File: src/rtl/multicycle_control.sv
// Main control FSM for the multicycle MIPS core: sequences ALU, unified memory port and
// register file over 3-5 cycles per instruction, stalls on mem_ready, counts retirements.
module multicycle_control #(
  parameter int CNT_W = 32
) (
  input  logic             clk,
  input  logic             reset,
  input  logic [5:0]       opcode,
  input  logic             mem_ready,
  output logic             mem_read,
  output logic             MemWrite,
  output logic             IorD,
  output logic             IRWrite,
  output logic             PCWrite,
  output logic             Branch,
  output logic             RegWrite,
  output logic             RegDst,
  output logic             MemtoReg,
  output logic             ALUSrcA,
  output logic             zero_ext,
  output logic [1:0]       ALUSrcB,
  output logic [1:0]       ALUOp,
  output logic [1:0]       PCSrc,
  output logic [3:0]       state,
  output logic             illegal_op,
  output logic [CNT_W-1:0] instr_retired
);

  typedef enum logic [3:0] {
    S_FETCH  = 4'd0,
    S_DECODE = 4'd1,
    S_MEMADR = 4'd2,
    S_MEMRD  = 4'd3,
    S_MEMWB  = 4'd4,
    S_MEMWR  = 4'd5,
    S_EXEC   = 4'd6,
    S_ALUWB  = 4'd7,
    S_BRANCH = 4'd8,
    S_ADDIEX = 4'd9,
    S_LOGEX  = 4'd10,
    S_IMMWB  = 4'd11,
    S_JUMP   = 4'd12
  } state_e;

  localparam logic [5:0] OP_RTYPE = 6'b000000;
  localparam logic [5:0] OP_LW    = 6'b100011;
  localparam logic [5:0] OP_SW    = 6'b101011;
  localparam logic [5:0] OP_BEQ   = 6'b000100;
  localparam logic [5:0] OP_ADDI  = 6'b001000;
  localparam logic [5:0] OP_ANDI  = 6'b001100;
  localparam logic [5:0] OP_ORI   = 6'b001101;
  localparam logic [5:0] OP_XORI  = 6'b001110;
  localparam logic [5:0] OP_J     = 6'b000010;

  state_e           state_q, state_d;
  logic             zext_q, zext_d;
  logic [CNT_W-1:0] cnt_q, cnt_d;
  logic             retire;

  // NOTE: every signal written in an always_comb gets a default first, so no path can infer a latch.
  always_comb begin
    state_d    = S_FETCH;
    illegal_op = 1'b0;
    case (state_q)
      S_FETCH:  state_d = mem_ready ? S_DECODE : S_FETCH;
      S_DECODE: begin
        case (opcode)
          OP_RTYPE:                state_d = S_EXEC;
          OP_LW, OP_SW:            state_d = S_MEMADR;
          OP_BEQ:                  state_d = S_BRANCH;
          OP_ADDI:                 state_d = S_ADDIEX;
          OP_ANDI, OP_ORI, OP_XORI: state_d = S_LOGEX;
          OP_J:                    state_d = S_JUMP;
          default: begin
            state_d    = S_FETCH;
            illegal_op = 1'b1;
          end
        endcase
      end
      S_MEMADR: state_d = (opcode == OP_SW) ? S_MEMWR : S_MEMRD;
      S_MEMRD:  state_d = mem_ready ? S_MEMWB : S_MEMRD;
      S_MEMWR:  state_d = mem_ready ? S_FETCH : S_MEMWR;
      S_EXEC:   state_d = S_ALUWB;
      S_ADDIEX: state_d = S_IMMWB;
      S_LOGEX:  state_d = S_IMMWB;
      default:  state_d = S_FETCH;
    endcase
  end

  // Moore decode; only the FETCH enables look at mem_ready, and reset masks every write enable.
  always_comb begin
    mem_read = 1'b0;
    MemWrite = 1'b0;
    IorD     = 1'b0;
    IRWrite  = 1'b0;
    PCWrite  = 1'b0;
    Branch   = 1'b0;
    RegWrite = 1'b0;
    RegDst   = 1'b0;
    MemtoReg = 1'b0;
    ALUSrcA  = 1'b0;
    zero_ext = 1'b0;
    ALUSrcB  = 2'b00;
    ALUOp    = 2'b00;
    PCSrc    = 2'b00;
    case (state_q)
      S_FETCH: begin
        mem_read = 1'b1;
        ALUSrcB  = 2'b01;
        IRWrite  = mem_ready;
        PCWrite  = mem_ready;
      end
      S_DECODE: ALUSrcB = 2'b11;
      S_MEMADR: begin
        ALUSrcA = 1'b1;
        ALUSrcB = 2'b10;
      end
      S_MEMRD: begin
        mem_read = 1'b1;
        IorD     = 1'b1;
      end
      S_MEMWB: begin
        MemtoReg = 1'b1;
        RegWrite = 1'b1;
      end
      S_MEMWR: begin
        MemWrite = 1'b1;
        IorD     = 1'b1;
      end
      S_EXEC: begin
        ALUSrcA = 1'b1;
        ALUOp   = 2'b10;
      end
      S_ALUWB: begin
        RegDst   = 1'b1;
        RegWrite = 1'b1;
      end
      S_BRANCH: begin
        ALUSrcA = 1'b1;
        ALUOp   = 2'b01;
        PCSrc   = 2'b01;
        Branch  = 1'b1;
      end
      S_ADDIEX: begin
        ALUSrcA = 1'b1;
        ALUSrcB = 2'b10;
      end
      S_LOGEX: begin
        ALUSrcA  = 1'b1;
        ALUSrcB  = 2'b10;
        ALUOp    = 2'b11;
        zero_ext = 1'b1;
      end
      S_IMMWB: begin
        RegWrite = 1'b1;
        zero_ext = zext_q;
      end
      S_JUMP: begin
        PCSrc   = 2'b10;
        PCWrite = 1'b1;
      end
      default: ;
    endcase
    if (reset) begin
      IRWrite  = 1'b0;
      PCWrite  = 1'b0;
      MemWrite = 1'b0;
      RegWrite = 1'b0;
      Branch   = 1'b0;
    end
  end

  // The immediate-writeback state has no opcode decode of its own, so it replays the execute choice.
  always_comb begin
    zext_d = zext_q;
    if (state_q == S_LOGEX)  zext_d = 1'b1;
    if (state_q == S_ADDIEX) zext_d = 1'b0;
  end

  assign retire = (state_q == S_MEMWB) || (state_q == S_ALUWB) || (state_q == S_IMMWB) ||
                  (state_q == S_BRANCH) || (state_q == S_JUMP) ||
                  ((state_q == S_MEMWR) && mem_ready);
  assign cnt_d  = retire ? cnt_q + CNT_W'(1) : cnt_q;

  // NOTE: sequential state uses non-blocking assignments so all registers update from pre-edge values.
  always_ff @(posedge clk) begin
    if (reset) begin
      state_q <= S_FETCH;
      zext_q  <= 1'b0;
      cnt_q   <= '0;
    end else begin
      state_q <= state_d;
      zext_q  <= zext_d;
      cnt_q   <= cnt_d;
    end
  end

  assign state         = state_q;
  assign instr_retired = cnt_q;

endmodule

File: config.mk
export PLATFORM = sky130hd
export DESIGN_NAME = multicycle_control
export DESIGN_NICKNAME = d
export VERILOG_FILES = /design/src/rtl/multicycle_control.sv
export SDC_FILE = /design/constraint.sdc
export NUM_CORES = 1
export LEC_CHECK = 0
export CAP_MARGIN = 20
export CORE_MARGIN = 3
export CORE_UTILIZATION = 30
export DETAILED_ROUTE_END_ITERATION = 16
export PLACE_DENSITY = 0.6
export SLEW_MARGIN = 25
export SYNTH_ARGS = -nofsm -noshare
export SYNTH_HDL_FRONTEND = slang
export SYNTH_SLANG_ARGS = --single-unit
export TNS_END_PERCENT = 30
File: constraint.sdc
create_clock -name clk -period 5.26 [get_ports clk]
set_clock_uncertainty 0.1 [all_clocks]
set_input_delay 1.315 -clock clk [delete_from_list [all_inputs] [get_ports clk]]
set_output_delay 1.315 -clock clk [all_outputs]
set_load 0.05 [all_outputs]
# Word level (Yosys, flattened, before mapping)
# Cells that the tools add are included.
[word_totals]
regBits = 37
inputBits = 9
output_inout_bits = 54
elab_cells = 69
[classes]
add_sub_neg = 1
n_eq_ne = 20
muxes = 27
n_reduce_logical = 18
[ops]
columns = ["cell", "n"]
rows = [
  ["adder 32 x 1 -> 32 bit, second input constant", 1],
  ["case mux 4 bit (7 select lines)", 1],
  ["equality test 6 x 4 -> 1 bit, second input constant", 4],
  ["case mux 4 bit (6 select lines)", 1],
  ["equality test 4 bit, second input constant", 5],
  ["2-to-1 mux 1 bit", 17],
  ["equality test 4 x 3 -> 1 bit, second input constant", 4],
  ["equality test 6 bit, second input constant", 2],
  ["case mux 2 bit (3 select lines)", 2],
  ["OR reduction 2 bit", 5],
  ["2-to-1 mux 3 bit", 3],
  ["OR reduction 3 bit", 3],
  ["OR reduction 9 bit", 1],
  ["equality test 4 x 2 -> 1 bit, second input constant", 2],
  ["equality test 6 x 2 -> 1 bit, second input constant", 1],
  ["equality test 6 x 3 -> 1 bit, second input constant", 1],
  ["zero test 6 bit", 1],
  ["logical OR 1 bit", 5],
  ["OR reduction 5 bit", 1],
  ["equality test 4 x 1 -> 1 bit, second input constant", 1],
  ["zero test 4 bit", 1],
  ["case mux 1 bit (2 select lines)", 2],
  ["case mux 2 bit (2 select lines)", 1],
  ["logical AND 1 bit", 1],
]

# Logic depth before layout (Yosys ltp)
# Gate-level depths: netlist (run 1).
[depth]
word_depth = 6
mapped_depth = 7
mapped_depth_nobuf = 6

# Worst setup path after synthesis (run 1)
# Ideal clock, no wire load.
[synth_path]
path_kind = "reg-to-output"
start = "register state_q[2], in the netlist state[2]"
end = "output RegWrite"
t_arrival_ps = 2978
t_required_ps = 3845
slack_ps = 867
path_stages_with_launch = 6
path_buffers = 1
path_cell_list = "dfxtp_1 -> buf_2 -> nand2b_1 -> nor3_1 -> nor2_1 -> nor2_1"
[synth_between]
elab_chain_len = 4
elab_cells_between_ends = 6
classes_between = "eq/ne (3); mux (2); reduce/logical (1)"
[synth_lines]
columns = ["item", "line_no", "rtl"]
rows = [
  ["start: declaration", "55", "state_e state_q, state_d;"],
  ["start signal: assignment", "192", "state_q <= state_d;"],
  ["equality test 4 x 3 -> 1 bit / equality test 4 bit (equally long branches)", "106", "case (state_q)"],
  ["OR reduction 3 bit (no line) (*)", "n/a", ""],
  ["2-to-1 mux 1 bit (*)", "106", ""],
  ["2-to-1 mux 1 bit (*)", "164", "if (reset) begin"],
  ["end: declaration", "16", "output logic RegWrite,"],
]
# Mark *: on every way between the ends. The rest lies on a longest branch, timed or not.

# Worst setup path in the final report (run 1)
[layout_path]
start = "input opcode[5]"
end = "output illegal_op"
[layout_between]
elab_chain_len = 4
elab_cells_between_ends = 12
classes_between = "eq/ne (8); mux (2); reduce/logical (2)"
[layout_lines]
columns = ["item", "line_no", "rtl"]
rows = [
  ["start: declaration", "8", "input logic [5:0] opcode,"],
  ["equality test 6 bit (tied with other cells)", "67", "case (opcode)"],
  ["OR reduction 9 bit (no line) (*)", "n/a", ""],
  ["2-to-1 mux 1 bit (*)", "67", ""],
  ["2-to-1 mux 1 bit (*)", "64", "case (state_q)"],
  ["end: declaration", "25", "output logic illegal_op,"],
]
# Marked as above.

==> results of run 1 <==
==> worst max-delay path, cell delays in order <==
cell and delay, ps:
clkdlybuf4s50_1 520, and3_1 260, o21ai_0 160, nand3_1 110
a41oi_1 220, clkdlybuf4s50_1 840
==> routing by layer <==
metal	routed length [um]	global-route usage
met2	2866	0.2403
met1	2764	0.1913
met3	368	0.03938
met5	0	0
met4	62	0.03094
==> registers in the layout, indices dropped and copies added (netlist names) <==
name	flops
instr_retired	32
state	4
zext_q	1
==> worst max-delay path by stage <==
stage / slack (ps) / startpoint / endpoint
CTS: 420 / opcode[5] / illegal_op
global placement: 520 / opcode[0] / illegal_op
finish: 430 / opcode[5] / illegal_op
global route: 280 / opcode[5] / illegal_op
floorplan: 870 / state[2] / RegWrite
detailed placement: 430 / opcode[5] / illegal_op
==> cell families (layout without fill, tap and decap cells) <==
family          Yosys count  count (layout)
xor+xnor                 15              15
buf+inv                  18              74
compound gates           58              58
mux                       3               3
flops                    37              37
simple gates            160             160
fa+ha+maj                 1               1
==> metrics by stage <==
step           total power [mW]  worst slack [ps]  hold slack (ps)  area [um^2]    util
6_report                 0.5575             426.0            390.6         3017  0.4321
5_1_grt                  0.5818             284.5            423.8         3017  0.4321
4_1_cts                  0.5645             420.5            395.3         3017  0.4321
3_5_place_dp             0.3615             433.3            383.3         2930  0.4197
3_3_place_gp             0.3605             515.8            372.6         2930  0.4197
2_1_floorplan            0.3338             866.7            362.2         2228       -
==> cells in the final DEF (no fill, tap or decap), types with 3 or more instances in the layout <==
cell type,n
clkdlybuf4s50_1,58
dfxtp_1,37
nor2_1,36
nand2_1,31
a21oi_1,25
o21ai_0,16
nand4_1,15
nand3_1,14
nor3_1,13
xor2_1,13
or3_1,11
or4_1,7
nor2b_1,6
clkbuf_8,6
o31ai_1,5
inv_1,4
and3_1,4
nor4_1,4
nand2b_1,3
mux2_2,3
buf_12,3
==> layout make-up <==
type / instances / area, um^2 / area share
tap: 96 / 120.1 / 0.03982
inverter: 4 / 15.01 / 0.004977
clock buffer: 7 / 86.33 / 0.02862
timing repair buffer: 63 / 655.6 / 0.2173
multi-input combinational: 237 / 1399 / 0.4637
sequential: 37 / 740.7 / 0.2455
==> power groups by stage <==
stage | registers [mW] | clock network [mW] | logic (mW)
after CTS | 0.286 | 0.209 | 0.0695
after global placement | 0.292 | 0 | 0.0682
after detailed placement | 0.292 | 0 | 0.0692
final | 0.286 | 0.202 | 0.0693
after floorplan | 0.291 | 0 | 0.0423
after global routing | 0.286 | 0.221 | 0.0745
==> qor.csv, run 1 <==
stage,metric,value,unit
synth,synth-seq-cells,37,
synth,synth-simple-area-share,0.3874,
sta,slew_headroom,0.5326,
power_and_ir_drop,seqPwrFrac,0.512,
setup_path,arrival,3420,ps
place,placed_cells,437,
sta,rsz0062_at_grt,false,
layout,fill_cells,745,
synth,synth_top_family_by_area,simple AND/OR/NAND/NOR gates,
drt,ant_nets,0,
die,initial_utilization,0.3192,
cts,post_cts_buffers,0,
synth,ys_top_cells_by_count,"37 x dfxtp_1, 36 x nor2_1, 31 x nand2_1",
setup_path,startpoint_type,input port,
synth,yosysWarningCount,0,
layout,drive_gt1_frac,0.07471,
synth,async_flop_share,0,
power_and_ir_drop,pwr-share-clk,0.363,
power_and_ir_drop,swShare,0.2630,
place,place_hpwl,4.457,mm
layout,fin_nets,358,
sta,final_hold_viol_count,0,
grt,grt_pass1_vias,2258,
cts,cts_tree,built,
synth,synth_compound_area_frac,0.1606,
setup_path,worstSetupPathType,input port to primary output,
synth,synth.cell_area,2228,um^2
drt,drt_iter0_drc,116,
sta,max_freq,206.9,MHz
status,status,"finished, final reports clean",
cts,clock_path_buffers,2,
layout,antennaDiodeCount,0,
synth,seq_area_frac_synth,0.3324,
power_and_ir_drop,p_int,410.9,uW
grt,grt_start_max_net_pins,38,
drt,wl_per_cell,13.65,um
synth,synthAdderAreaFrac,0.005615,
setup_path,cp_max_fo,7,
sta,min_period,4834,ps
cts,clkTransAtPathRegs,80,ps
setup_path,worstPathRequired,3850,ps
synth,syn_inst,292,
grt,grt.overflow.total,0,
synth,synth_edf_count,0,
grt,grt_usage,0.1460,
setup_path,endpoint_kind,primary output,
synth,ys_types,46,
synth,yosysTopAreaCellShare,0.3324,
power_and_ir_drop,p_comb_frac,0.124,
setup_path,r2r_slack,2660,ps
setup_path,rr_worst_depth,5,
synth,synthFlopType,dfxtp_1,
drt,vias_per_cell,5.205,
die,rows,30,
synth,muxShareOfSynthArea,0.01516,
synth,synth_fp_nets,302,
cts,htreeDepth,2,
synth,yosysMostFrequentCell,dfxtp_1,
place,place_congestion,0.8219,
sta,finalCritPeriodShare,0.9190,
min_path,min_from,instr_retired[31],
synth,synthXorXnorAreaFrac,0.05896,
min_path,min-delay-path-class,flop to flop,
place,io_buffers,62,
min_path,min_path_cells,2,
cts,worstSkewPairLatency,280,ps
sta,tightest_slew,700.2,ps
drt,vias,2311,
cts,cts_made_buffers,5,
sta,setup-tns-final,0,ps
flow_run,cap_viol_max_count,0,
drt,wl,6.062,mm
power_and_ir_drop,switching_power,146.6,uW
sta,drv_slew,0,
cts,ctsHoldBuffers,0,
power_and_ir_drop,powerDensity,184.8,nW/um^2
synth,synth_top_cell_by_area,dfxtp_1,
cts,cts-root-buf,clkbuf_8,
die,die_x,92.19,um
synth,synthTopCellsByArea,"dfxtp_1 33%, nor2_1 6.1%, a21oi_1 5.6%",
drt,drc,0,
synth,syn-mean-instance-area,7.631,um^2
power_and_ir_drop,p_leak,0.9506,nW
cts,cts_resized,0,
die,core_area,6982,um^2
sta,setup_violations,0,
layout,final_cells,444,
grt,grt_pass1_wl,10.52,mm
grt,antenna_found_initial,0,
setup_path,r2r_start,state[1],
power_and_ir_drop,ir_worst_vdd,0.0001002,V
layout,area_delta_synth_final,35.37,%
cts,cts_num_sinks,37,
die,die-area,8498,um^2
die,ios,63,
drt,firstDrtPassIters,4,
setup_path,r2r-end,instr_retired[30],
die,dieHeight,92.19,um
min_path,min_to,instr_retired[31],
(Power assumes the default switching activity.)
==> inputs of run 2 (changes only) <==
Settings changed: TNS_END_PERCENT 30 to 10.
Clock period 5.26 ns to 4.9 ns, I/O delays scaled along.
==> run 2 against run 1 <==
Sequential cell count unchanged; design area up 1.2%; via count down 0.61%; sequential power up 7.3%; die area unchanged; critical path depth unchanged; clock power up 39%; sequential share of layout area down 0.30 points; first-iteration DRC count up 10%; routed wire length down 0.18%; clock-buffer cell count unchanged; critical path type unchanged; critical endpoint unchanged.
==> qor.csv, run 2 (synthesis gave the netlist of run 1 again) <==
stage,metric,value,unit
status,status,"finished, final reports clean",
cts,cts_resized,0,
min_path,min-delay-path-class,flop to flop,
power_and_ir_drop,powerDensity,216.1,nW/um^2
place,place_hpwl,4.368,mm
sta,tightest_slew,699.0,ps
setup_path,startpoint_type,input port,
min_path,min_from,instr_retired[31],
power_and_ir_drop,switching_power,164.9,uW
place,io_buffers,62,
die,ios,63,
power_and_ir_drop,pwr-share-clk,0.424,
setup_path,r2r-end,instr_retired[30],
grt,grt_pass1_vias,2064,
sta,rsz0062_at_grt,false,
sta,setup_violations,0,
power_and_ir_drop,p_int,495.1,uW
setup_path,cp_max_fo,8,
layout,drive_gt1_frac,0.08309,
sta,finalCritPeriodShare,0.8117,
layout,fin_nets,358,
die,dieHeight,92.19,um
sta,max_freq,251.4,MHz
power_and_ir_drop,p_leak,0.9712,nW
grt,grt_start_max_net_pins,41,
drt,wl,6.051,mm
place,place_congestion,0.8416,
cts,cts_num_sinks,37,
layout,final_cells,445,
sta,min_period,3977,ps
cts,cts_made_buffers,5,
grt,grt_pass1_wl,9.942,mm
sta,final_hold_viol_count,0,
min_path,min_path_cells,2,
die,die_x,92.19,um
min_path,min_to,instr_retired[31],
setup_path,r2r_slack,2280,ps
layout,layout_commonest_cell,clkdlybuf4s50_1,
drt,drc,0,
drt,drt_iter0_drc,128,
flow_run,cap_viol_max_count,0,
place,placed_cells,437,
sta,drv_slew,0,
layout,area_delta_synth_final,37.06,%
setup_path,worstSetupPathType,input port to primary output,
cts,htreeDepth,2,
setup_path,endpoint_kind,primary output,
setup_path,r2r_start,state[1],
die,die-area,8498,um^2
drt,firstDrtPassIters,4,
cts,post_cts_buffers,0,
setup_path,rr_worst_depth,5,
die,rows,30,
sta,slew_headroom,0.5334,
sta,setup-tns-final,0,ps
cts,clkTransAtPathRegs,80,ps
die,initial_utilization,0.3192,
grt,antenna_found_initial,0,
drt,vias,2297,
grt,grt.overflow.total,0,
setup_path,arrival,2650,ps
power_and_ir_drop,seqPwrFrac,0.465,
grt,grt_usage,0.1407,
layout,antennaDiodeCount,0,
layout,layout_common_cells,"56 x clkdlybuf4s50_1, 37 x dfxtp_1, 36 x nor2_1",
cts,clock_path_buffers,2,
cts,cts_tree,built,
drt,wl_per_cell,13.60,um
sta,hold_ws,388.4,ps
power_and_ir_drop,p_comb_frac,0.111,
cts,worstSkewPairLatency,290,ps
power_and_ir_drop,swShare,0.2498,
cts,cts-root-buf,clkbuf_8,
drt,ant_nets,0,
layout,largest_reg_flops,32,
cts,ctsHoldBuffers,0,
drt,vias_per_cell,5.162,
die,core_area,6982,um^2
power_and_ir_drop,ir_worst_vdd,0.00009808,V
setup_path,worstPathRequired,3580,ps
==> run 2: changes by cell type in the layout (fill, tap and decap cells not counted), sizes merged <==
cell           change
buf                +2
bufinv             +1
clkdlybuf4s50      -2
==> run 2: power groups by stage <==
stage,logic [mW],clock network (mW),registers (mW)
2_1_floorplan,0.0455,0,0.313
3_3_place_gp,0.0732,0,0.314
3_5_place_dp,0.0735,0,0.314
4_1_cts,0.0738,0.286,0.307
5_1_grt,0.0785,0.302,0.307
6_report,0.0734,0.280,0.307
==> run 2: worst max-delay path by stage <==
stage / endpoint / slack, ps / cells past startpoint / from
2_1_floorplan: RegWrite / 600 / 5 / state[2]
3_3_place_gp: illegal_op / 950 / 6 / opcode[0]
3_5_place_dp: illegal_op / 910 / 6 / opcode[0]
4_1_cts: illegal_op / 900 / 6 / opcode[0]
5_1_grt: illegal_op / 800 / 6 / opcode[0]
6_report: illegal_op / 920 / 6 / opcode[0]
==> run 2: critical path, stage by stage <==
cell and delay [ps]:
clkdlybuf4s50_1 520, and3_1 230, o21ai_0 160, nand3_1 100, a41oi_1 190, buf_4 220
==> run 2: through the flow <==
stage / util / power [mW] / setup WS, ps / instance area (um^2)
global placement: 0.4208 / 0.3869 / 950.7 / 2938
detailed placement: 0.4208 / 0.3875 / 911.4 / 2938
floorplan: - / 0.3583 / 596.7 / 2228
CTS: 0.4375 / 0.6669 / 902.7 / 3054
global route: 0.4375 / 0.6875 / 800.3 / 3054
finish: 0.4375 / 0.6600 / 922.7 / 3054
==> run 2: metal layers <==
| layer | part of all wire | track usage | up-vias |
|---|---|---|---|
| li1 | - | - | 1183 |
| met2 | 0.45 | 0.2123 | 49 |
| met4 | 0.011 | 0.02970 | 0 |
| met1 | 0.49 | 0.1979 | 1057 |
| met5 | 0 | 0 | - |
| met3 | 0.050 | 0.04184 | 8 |
==> run 2: layout make-up <==
class / instances / area, um^2
inverter: 4 / 15.01
clock inverter: 1 / 30.03
sequential: 37 / 740.7
clock buffer: 7 / 86.33
multi-input combinational: 237 / 1399
fill: 720 / 3928
timing repair buffer: 63 / 663.1
tap: 96 / 120.1
